===== config.mk =====
export PLATFORM = sky130hd
export DESIGN_NAME = oflow_conflict_resolve
export DESIGN_NICKNAME = d
export VERILOG_FILES = /design/src/rtl/oflow_conflict_resolve.sv
export SDC_FILE = /design/constraint.sdc
export NUM_CORES = 1
export LEC_CHECK = 0
export CORE_MARGIN = 3
export CORE_UTILIZATION = 37
export CTS_BUF_LIST = sky130_fd_sc_hd__clkbuf_8
export CTS_CLUSTER_DIAMETER = 40
export DETAILED_ROUTE_END_ITERATION = 8
export PLACE_DENSITY_LB_ADDON = 0.25
export SETUP_SLACK_MARGIN = 0.3
export SYNTH_ARGS = -nofsm -noshare
export SYNTH_HDL_FRONTEND = slang
export SYNTH_SLANG_ARGS = --single-unit

===== constraint.sdc =====
create_clock -name clk -period 3.2 [get_ports clk]
set_input_delay 0.64 -clock clk [delete_from_list [all_inputs] [get_ports clk]]
set_output_delay 0.64 -clock clk [all_outputs]
set_load 0.05 [all_outputs]

===== src/rtl/oflow_conflict_resolve.sv =====
// Score-board conflict resolver: scans pairs of occupied rows for duplicate selected IDs,
// flips each loser to its second candidate and flags rows whose second candidate still conflicts.
module oflow_conflict_resolve #(
    parameter int MAX_ROWS   = 16,
    parameter int ROW_LEN    = $clog2(MAX_ROWS),
    parameter int ID_LEN     = 12,
    parameter int SCORE_LEN  = 16,
    parameter int MAX_PASSES = 4
) (
    input  logic                 clk,
    input  logic                 reset_N,
    input  logic                 start_cr,
    input  logic [ROW_LEN:0]     num_rows,
    input  logic                 ready_new_frame,
    input  logic [SCORE_LEN-1:0] score_to_cr,
    input  logic [ID_LEN-1:0]    id_to_cr,
    output logic [ROW_LEN-1:0]   row_sel_from_cr,
    output logic                 write_to_pointer,
    output logic [ROW_LEN-1:0]   row_to_change,
    output logic                 data_from_cr,
    output logic                 done_cr,
    output logic                 unresolved,
    output logic [MAX_ROWS-1:0]  new_obj_flag
);

    localparam int CNT_W  = ROW_LEN + 1;
    localparam int PASS_W = $clog2(MAX_PASSES + 1);

    localparam logic [2:0] S_IDLE     = 3'd0;
    localparam logic [2:0] S_LOAD_I   = 3'd1;
    localparam logic [2:0] S_COMPARE  = 3'd2;
    localparam logic [2:0] S_WRITE    = 3'd3;
    localparam logic [2:0] S_END_PASS = 3'd4;
    localparam logic [2:0] S_DONE     = 3'd5;

    localparam logic [CNT_W-1:0]  CNT_ONE  = {{ROW_LEN{1'b0}}, 1'b1};
    localparam logic [PASS_W-1:0] PASS_ONE = {{(PASS_W-1){1'b0}}, 1'b1};
    localparam logic [PASS_W-1:0] PASS_MAX = PASS_W'(MAX_PASSES);

    logic [2:0]           state_q, state_d;
    logic [CNT_W-1:0]     i_q, i_d, j_q, j_d, n_q, n_d;
    logic [PASS_W-1:0]    pass_q, pass_d;
    logic                 dirty_q, dirty_d;
    logic [ID_LEN-1:0]    id_i_q, id_i_d;
    logic [SCORE_LEN-1:0] score_i_q, score_i_d;
    logic [MAX_ROWS-1:0]  shadow_q, shadow_d, flag_q, flag_d;
    logic                 unres_q, unres_d;
    logic [ROW_LEN-1:0]   loser_q, loser_d, row_chg_q, row_chg_d;
    logic                 loser_i_q, loser_i_d;
    logic                 wr_q, wr_d, done_q, done_d;

    logic [CNT_W-1:0]     i_inc_s, j_inc_s, adv_i_s, adv_j_s;
    logic [2:0]           adv_state_s;
    logic                 conflict_s, loser_is_i_s;
    logic [ROW_LEN-1:0]   loser_s;

    assign i_inc_s      = i_q + CNT_ONE;
    assign j_inc_s      = j_q + CNT_ONE;
    assign conflict_s   = (id_to_cr == id_i_q) && (id_i_q != {ID_LEN{1'b0}});
    // A tie on score loses to the higher row index (row j).
    assign loser_is_i_s = (score_to_cr < score_i_q);
    assign loser_s      = loser_is_i_s ? i_q[ROW_LEN-1:0] : j_q[ROW_LEN-1:0];

    assign row_sel_from_cr  = (state_q == S_LOAD_I) ? i_q[ROW_LEN-1:0] : j_q[ROW_LEN-1:0];
    assign write_to_pointer = wr_q;
    assign data_from_cr     = wr_q;
    assign row_to_change    = row_chg_q;
    assign done_cr          = done_q;
    assign unresolved       = unres_q;
    assign new_obj_flag     = flag_q;

    // Step to the next pair after a compare: next j, else next i, else end of pass.
    always_comb begin
        adv_state_s = S_END_PASS;
        adv_i_s     = i_q;
        adv_j_s     = j_q;
        if (j_inc_s < n_q) begin
            adv_state_s = S_COMPARE;
            adv_j_s     = j_inc_s;
        end else if (i_inc_s < n_q) begin
            adv_state_s = S_LOAD_I;
            adv_i_s     = i_inc_s;
        end else begin
            adv_state_s = S_END_PASS;
        end
    end

    // Next-state and datapath updates for the scan FSM.
    always_comb begin
        state_d   = state_q;
        i_d       = i_q;
        j_d       = j_q;
        n_d       = n_q;
        pass_d    = pass_q;
        dirty_d   = dirty_q;
        id_i_d    = id_i_q;
        score_i_d = score_i_q;
        shadow_d  = shadow_q;
        flag_d    = flag_q;
        unres_d   = unres_q;
        loser_d   = loser_q;
        loser_i_d = loser_i_q;
        if (ready_new_frame) begin
            state_d   = S_IDLE;
            i_d       = '0;
            j_d       = '0;
            n_d       = '0;
            pass_d    = '0;
            dirty_d   = 1'b0;
            id_i_d    = '0;
            score_i_d = '0;
            shadow_d  = '0;
            flag_d    = '0;
            unres_d   = 1'b0;
            loser_d   = '0;
            loser_i_d = 1'b0;
        end else begin
            case (state_q)
                S_IDLE: begin
                    if (start_cr) begin
                        n_d      = num_rows;
                        i_d      = '0;
                        pass_d   = '0;
                        dirty_d  = 1'b0;
                        shadow_d = '0;
                        flag_d   = '0;
                        unres_d  = 1'b0;
                        state_d  = (num_rows == '0) ? S_DONE : S_LOAD_I;
                    end else begin
                        state_d = S_IDLE;
                    end
                end
                S_LOAD_I: begin
                    id_i_d    = id_to_cr;
                    score_i_d = score_to_cr;
                    j_d       = i_inc_s;
                    // j = i+1, so the "next i" case collapses into end of pass.
                    state_d   = (i_inc_s < n_q) ? S_COMPARE : S_END_PASS;
                end
                S_COMPARE: begin
                    if (conflict_s && !shadow_q[loser_s]) begin
                        loser_d   = loser_s;
                        loser_i_d = loser_is_i_s;
                        state_d   = S_WRITE;
                    end else begin
                        if (conflict_s) begin
                            flag_d[loser_s] = 1'b1;
                        end else begin
                            flag_d = flag_q;
                        end
                        state_d = adv_state_s;
                        i_d     = adv_i_s;
                        j_d     = adv_j_s;
                    end
                end
                S_WRITE: begin
                    shadow_d[loser_q] = 1'b1;
                    dirty_d           = 1'b1;
                    if (loser_i_q) begin
                        state_d = S_LOAD_I;
                    end else begin
                        state_d = adv_state_s;
                        i_d     = adv_i_s;
                        j_d     = adv_j_s;
                    end
                end
                S_END_PASS: begin
                    if (dirty_q && ((pass_q + PASS_ONE) < PASS_MAX)) begin
                        pass_d  = pass_q + PASS_ONE;
                        dirty_d = 1'b0;
                        i_d     = '0;
                        state_d = S_LOAD_I;
                    end else if (dirty_q) begin
                        unres_d = 1'b1;
                        state_d = S_DONE;
                    end else begin
                        state_d = S_DONE;
                    end
                end
                S_DONE: begin
                    state_d = S_IDLE;
                end
                default: begin
                    state_d = S_IDLE;
                end
            endcase
        end
        wr_d      = (state_d == S_WRITE);
        row_chg_d = wr_d ? loser_d : {ROW_LEN{1'b0}};
        done_d    = (state_d == S_DONE);
    end

    // State and output registers with asynchronous active-low reset.
    always_ff @(posedge clk or negedge reset_N) begin
        if (!reset_N) begin
            state_q   <= S_IDLE;
            i_q       <= '0;
            j_q       <= '0;
            n_q       <= '0;
            pass_q    <= '0;
            dirty_q   <= 1'b0;
            id_i_q    <= '0;
            score_i_q <= '0;
            shadow_q  <= '0;
            flag_q    <= '0;
            unres_q   <= 1'b0;
            loser_q   <= '0;
            loser_i_q <= 1'b0;
            wr_q      <= 1'b0;
            row_chg_q <= '0;
            done_q    <= 1'b0;
        end else begin
            state_q   <= state_d;
            i_q       <= i_d;
            j_q       <= j_d;
            n_q       <= n_d;
            pass_q    <= pass_d;
            dirty_q   <= dirty_d;
            id_i_q    <= id_i_d;
            score_i_q <= score_i_d;
            shadow_q  <= shadow_d;
            flag_q    <= flag_d;
            unres_q   <= unres_d;
            loser_q   <= loser_d;
            loser_i_q <= loser_i_d;
            wr_q      <= wr_d;
            row_chg_q <= row_chg_d;
            done_q    <= done_d;
        end
    end

endmodule


==> run_results.csv <==
group,metric,value,unit
run_status,outcome,"complete, no violations",
placed_design,routabilityCongestion,0.874,
flow_run,drv_cap,0,
cts,clkTransAtPathRegs,0.10,ns
cts,cts_root_buffer,"clkbuf_8",
timing,setup_viol,0,
layout,final_common_cell,"nand2_1",
placed_design,placedCellCount,839,
setup_path,start_kind,"input pin",
route,wl_per_cell,16.7,um
route,vias_per_cell,5.35,
die,io_pins,65,
timing,min_period,2.87,ns
timing,fin_tns_setup,0,ns
setup_path,crit_fanout,6,
setup_path,timing.reg2reg.setup_slack,0.38,ns
grt,overflow,0,
die,dieWidth,127,um
placed_design,io_buffer_count,64,
layout,seqCellArea,0.00236,mm2
setup_path,end_kind,"flop",
grt,antenna_found_initial,0,
cts,cts_tree,"done",
yosys,seq_area_frac_synth,43.7,%
route,ant_nets,0,
cts,clock_latency,0.38,ns
timing,fmax,0.349,GHz
die,die_area,0.0160,mm2
yosys,netlist_instances,590,
layout,area_delta_synth_final,28.2,%
die,initial_core_util,38.3,%
grt,grt_pass1_vias,4776,
setup_path,cp.arrival,3.14,ns
timing,worst_slew_pin_slew,0.691,ns
cts,cts.path.max_buffers,2,
layout,instances_no_fill,865,
worst_hold_path,hp-class,"input pin to asynchronous set/reset pin",
yosys,ys_ff_latch,94,
route,first_pass_iters,4,
timing,period_share,89.6,%
timing,finClkSkew,0.0150,ns
yosys,synth_flop_cell,"dfrtp_1",
layout,n_antenna_cell,0,
cts,h-tree-depth,3,
grt,grt_usage,18.3,%
layout,num-fill-cells,1314,
route,routed_wl,14500,um
layout,layout-drive-gt1-share,19.4,%
timing,holdWs,0.287,ns
layout,final_area,0.00690,mm2
layout,final_cell_mix,"92 x nand2_1, 91 x dfrtp_1, 58 x a21oi_1, 58 x nor2_1, 49 x buf_4",
timing,slew_headroom,53.9,%
yosys,synth.distinct_cells,60,
timing,slew_violations,0,
power_and_ir_drop,ir_drop,217,uV
die,coreArea,0.0140,mm2
layout,final_util,49.2,%
route,drc_errors,0,
setup_path,worstSetupPathType,"input pin to flop",
yosys,avgSynthCellArea,9.12,um2
grt,grt_max_degree,52,
die,die_h,127,um
yosys,syn_nets,653,
setup_path,crit_slowest_cell,"a2111o_1",
cts,cts_made_buffers,9,
route,drt_iter0_markers,299,
placed_design,dp_hpwl,10400,um
layout,multi_input_area,0.00297,mm2
power_and_ir_drop,power_density,465,mW/mm2
die,fp-row-count,43,
cts,cts.sinks,94,
yosys,synth_enable_flop_cells,0,
cts,cts_hold_buf,0,
yosys,async_reset_ff_share,100,%
grt,grt_pass1_wl,23800,um
route,vias,4625,
yosys,netlist_area,0.00538,mm2
setup_path,slowest_delay,0.47,ns
placed_design,dpl_cell_area,0.00646,mm2
setup_path,critical_path_required,3.48,ns
timing,grt_setup_unrepaired,"yes",
timing,hold_violations,0,
power_and_ir_drop,leakage,3.07,nW
layout,num-nets-final,743,
setup_path,cp_cell_sequence,"dlygate4sd2_1 -> ha_1 -> and3_1 -> o311a_1 -> o21ai_4 -> buf_6 -> and3_4 -> a211oi_2 -> a2111o_1 -> a2111oi_4",
yosys,yosys_warnings,0,
-- metal layers --
layer | wire length (um) | GRT usage [%] | part of all wire [%]
met5 | 0 | 0 | 0
met4 | 244 | 6.18 | 1.7
met3 | 678 | 4.08 | 4.7
met2 | 6780 | 29.3 | 47
met1 | 6770 | 24.7 | 47
-- Yosys cell counts, drive strengths merged (4+ instances only) --
| cell type | instances | area (um2) |
|---|---|---|
| a21o | 4 | 30.0 |
| a21oi | 58 | 290 |
| a31oi | 8 | 56.3 |
| and2 | 4 | 25.0 |
| and3 | 9 | 56.3 |
| buf | 7 | 48.8 |
| clkbuf | 29 | 109 |
| dfrtp | 94 | 2350 |
| ha | 26 | 325 |
| inv | 28 | 105 |
| mux2 | 12 | 146 |
| mux2i | 9 | 90.1 |
| mux4 | 8 | 180 |
| nand2 | 92 | 345 |
| nand2b | 7 | 43.8 |
| nand3 | 9 | 45.0 |
| nand4 | 5 | 31.3 |
| nor2 | 58 | 218 |
| nor2b | 6 | 37.5 |
| nor3 | 9 | 45.0 |
| nor3b | 5 | 37.5 |
| nor4 | 6 | 37.5 |
| o211ai | 5 | 37.5 |
| o21ai | 33 | 169 |
| xnor2 | 6 | 52.6 |
| xor2 | 12 | 105 |
-- cells by family (layout without fill, tap and decap cells) --
logic type	count (synthesis)	in the layout	synth area share, %
and+or+nand+nor	218	218	18.2
AOI/OAI and AO/OA	141	141	16.5
DFF	94	94	43.7
buffers and inverters	64	159	4.88
muxes	29	29	7.74
adders and majority gates	26	26	6.04
xor gates and xnor gates	18	18	2.93
-- area by class of cell --
cell class | instances | area share, %
Clock buffer | 12 | 2.39
Timing Repair Buffer | 115 | 14.9
Tap cell | 180 | 3.26
Inverter | 28 | 1.52
Sequential cell | 94 | 34.1
Clock inverter | 4 | 0.761
Multi-Input combinational cell | 432 | 43.0
-- metrics by stage --
stage	setup WS (ns)	power, mW
2_1_floorplan	0.311	1.95
3_3_place_gp	-0.187	2.28
3_5_place_dp	-0.250	2.30
4_1_cts	0.278	3.17
5_1_grt	0.266	3.40
6_report	0.334	3.21
-- what timing repair did --
| item | in CTS | in global routing |
|---|---|---|
| setup buffers | 3 | 7 |
| setup endpoints to repair | 36 | 40 |
| gates resized for setup | 27 | 44 |
| pin swaps | 17 | 25 |
-- worst paths after layout --
kind                                               from                      endpoint  depth (start not counted)
max                                      score_to_cr[6]             done_cr$_DFF_PN0_                         10
min                                             reset_N        id_i_q[10]$_DFFE_PN0P_                          1
max reg2reg                          i_q[0]$_DFFE_PN0P_             done_cr$_DFF_PN0_                         10
min reg2reg                new_obj_flag[12]$_DFFE_PN0P_  new_obj_flag[12]$_DFFE_PN0P_                          2
max in group asynchronous                       reset_N            i_q[0]$_DFFE_PN0P_                          2
min in group clk           new_obj_flag[12]$_DFFE_PN0P_  new_obj_flag[12]$_DFFE_PN0P_                          2
-- sequential cells by signal, summed over array words and instances, names as in the netlist --
register	cells
data_from_cr	1
dirty_q	1
done_cr	1
i_q	5
id_i_q	12
j_q	5
loser_i_q	1
loser_q	4
n_q	5
new_obj_flag	16
pass_q	3
row_to_change	4
score_i_q	16
shadow_q	16
state_q	3
unresolved	1
-- critical path, delay by kind of cell --
kind	cells	cell delay, ns
AOI/OAI and AO/OA	5	1.44
buffers and inverters	2	0.39
and+or+nand+nor	2	0.36
adders and majority gates	1	0.30
-- report_power, final --
part	switching [mW]	leakage, nW	internal (mW)	total (mW)
registers	0.0798	1.29	1.26	1.34
logic	0.583	1.67	0.431	1.01
clock network	0.431	0.113	0.428	0.860
total	1.09	3.07	2.12	3.21
No activity file was read; power rests on OpenSTA's default activity.
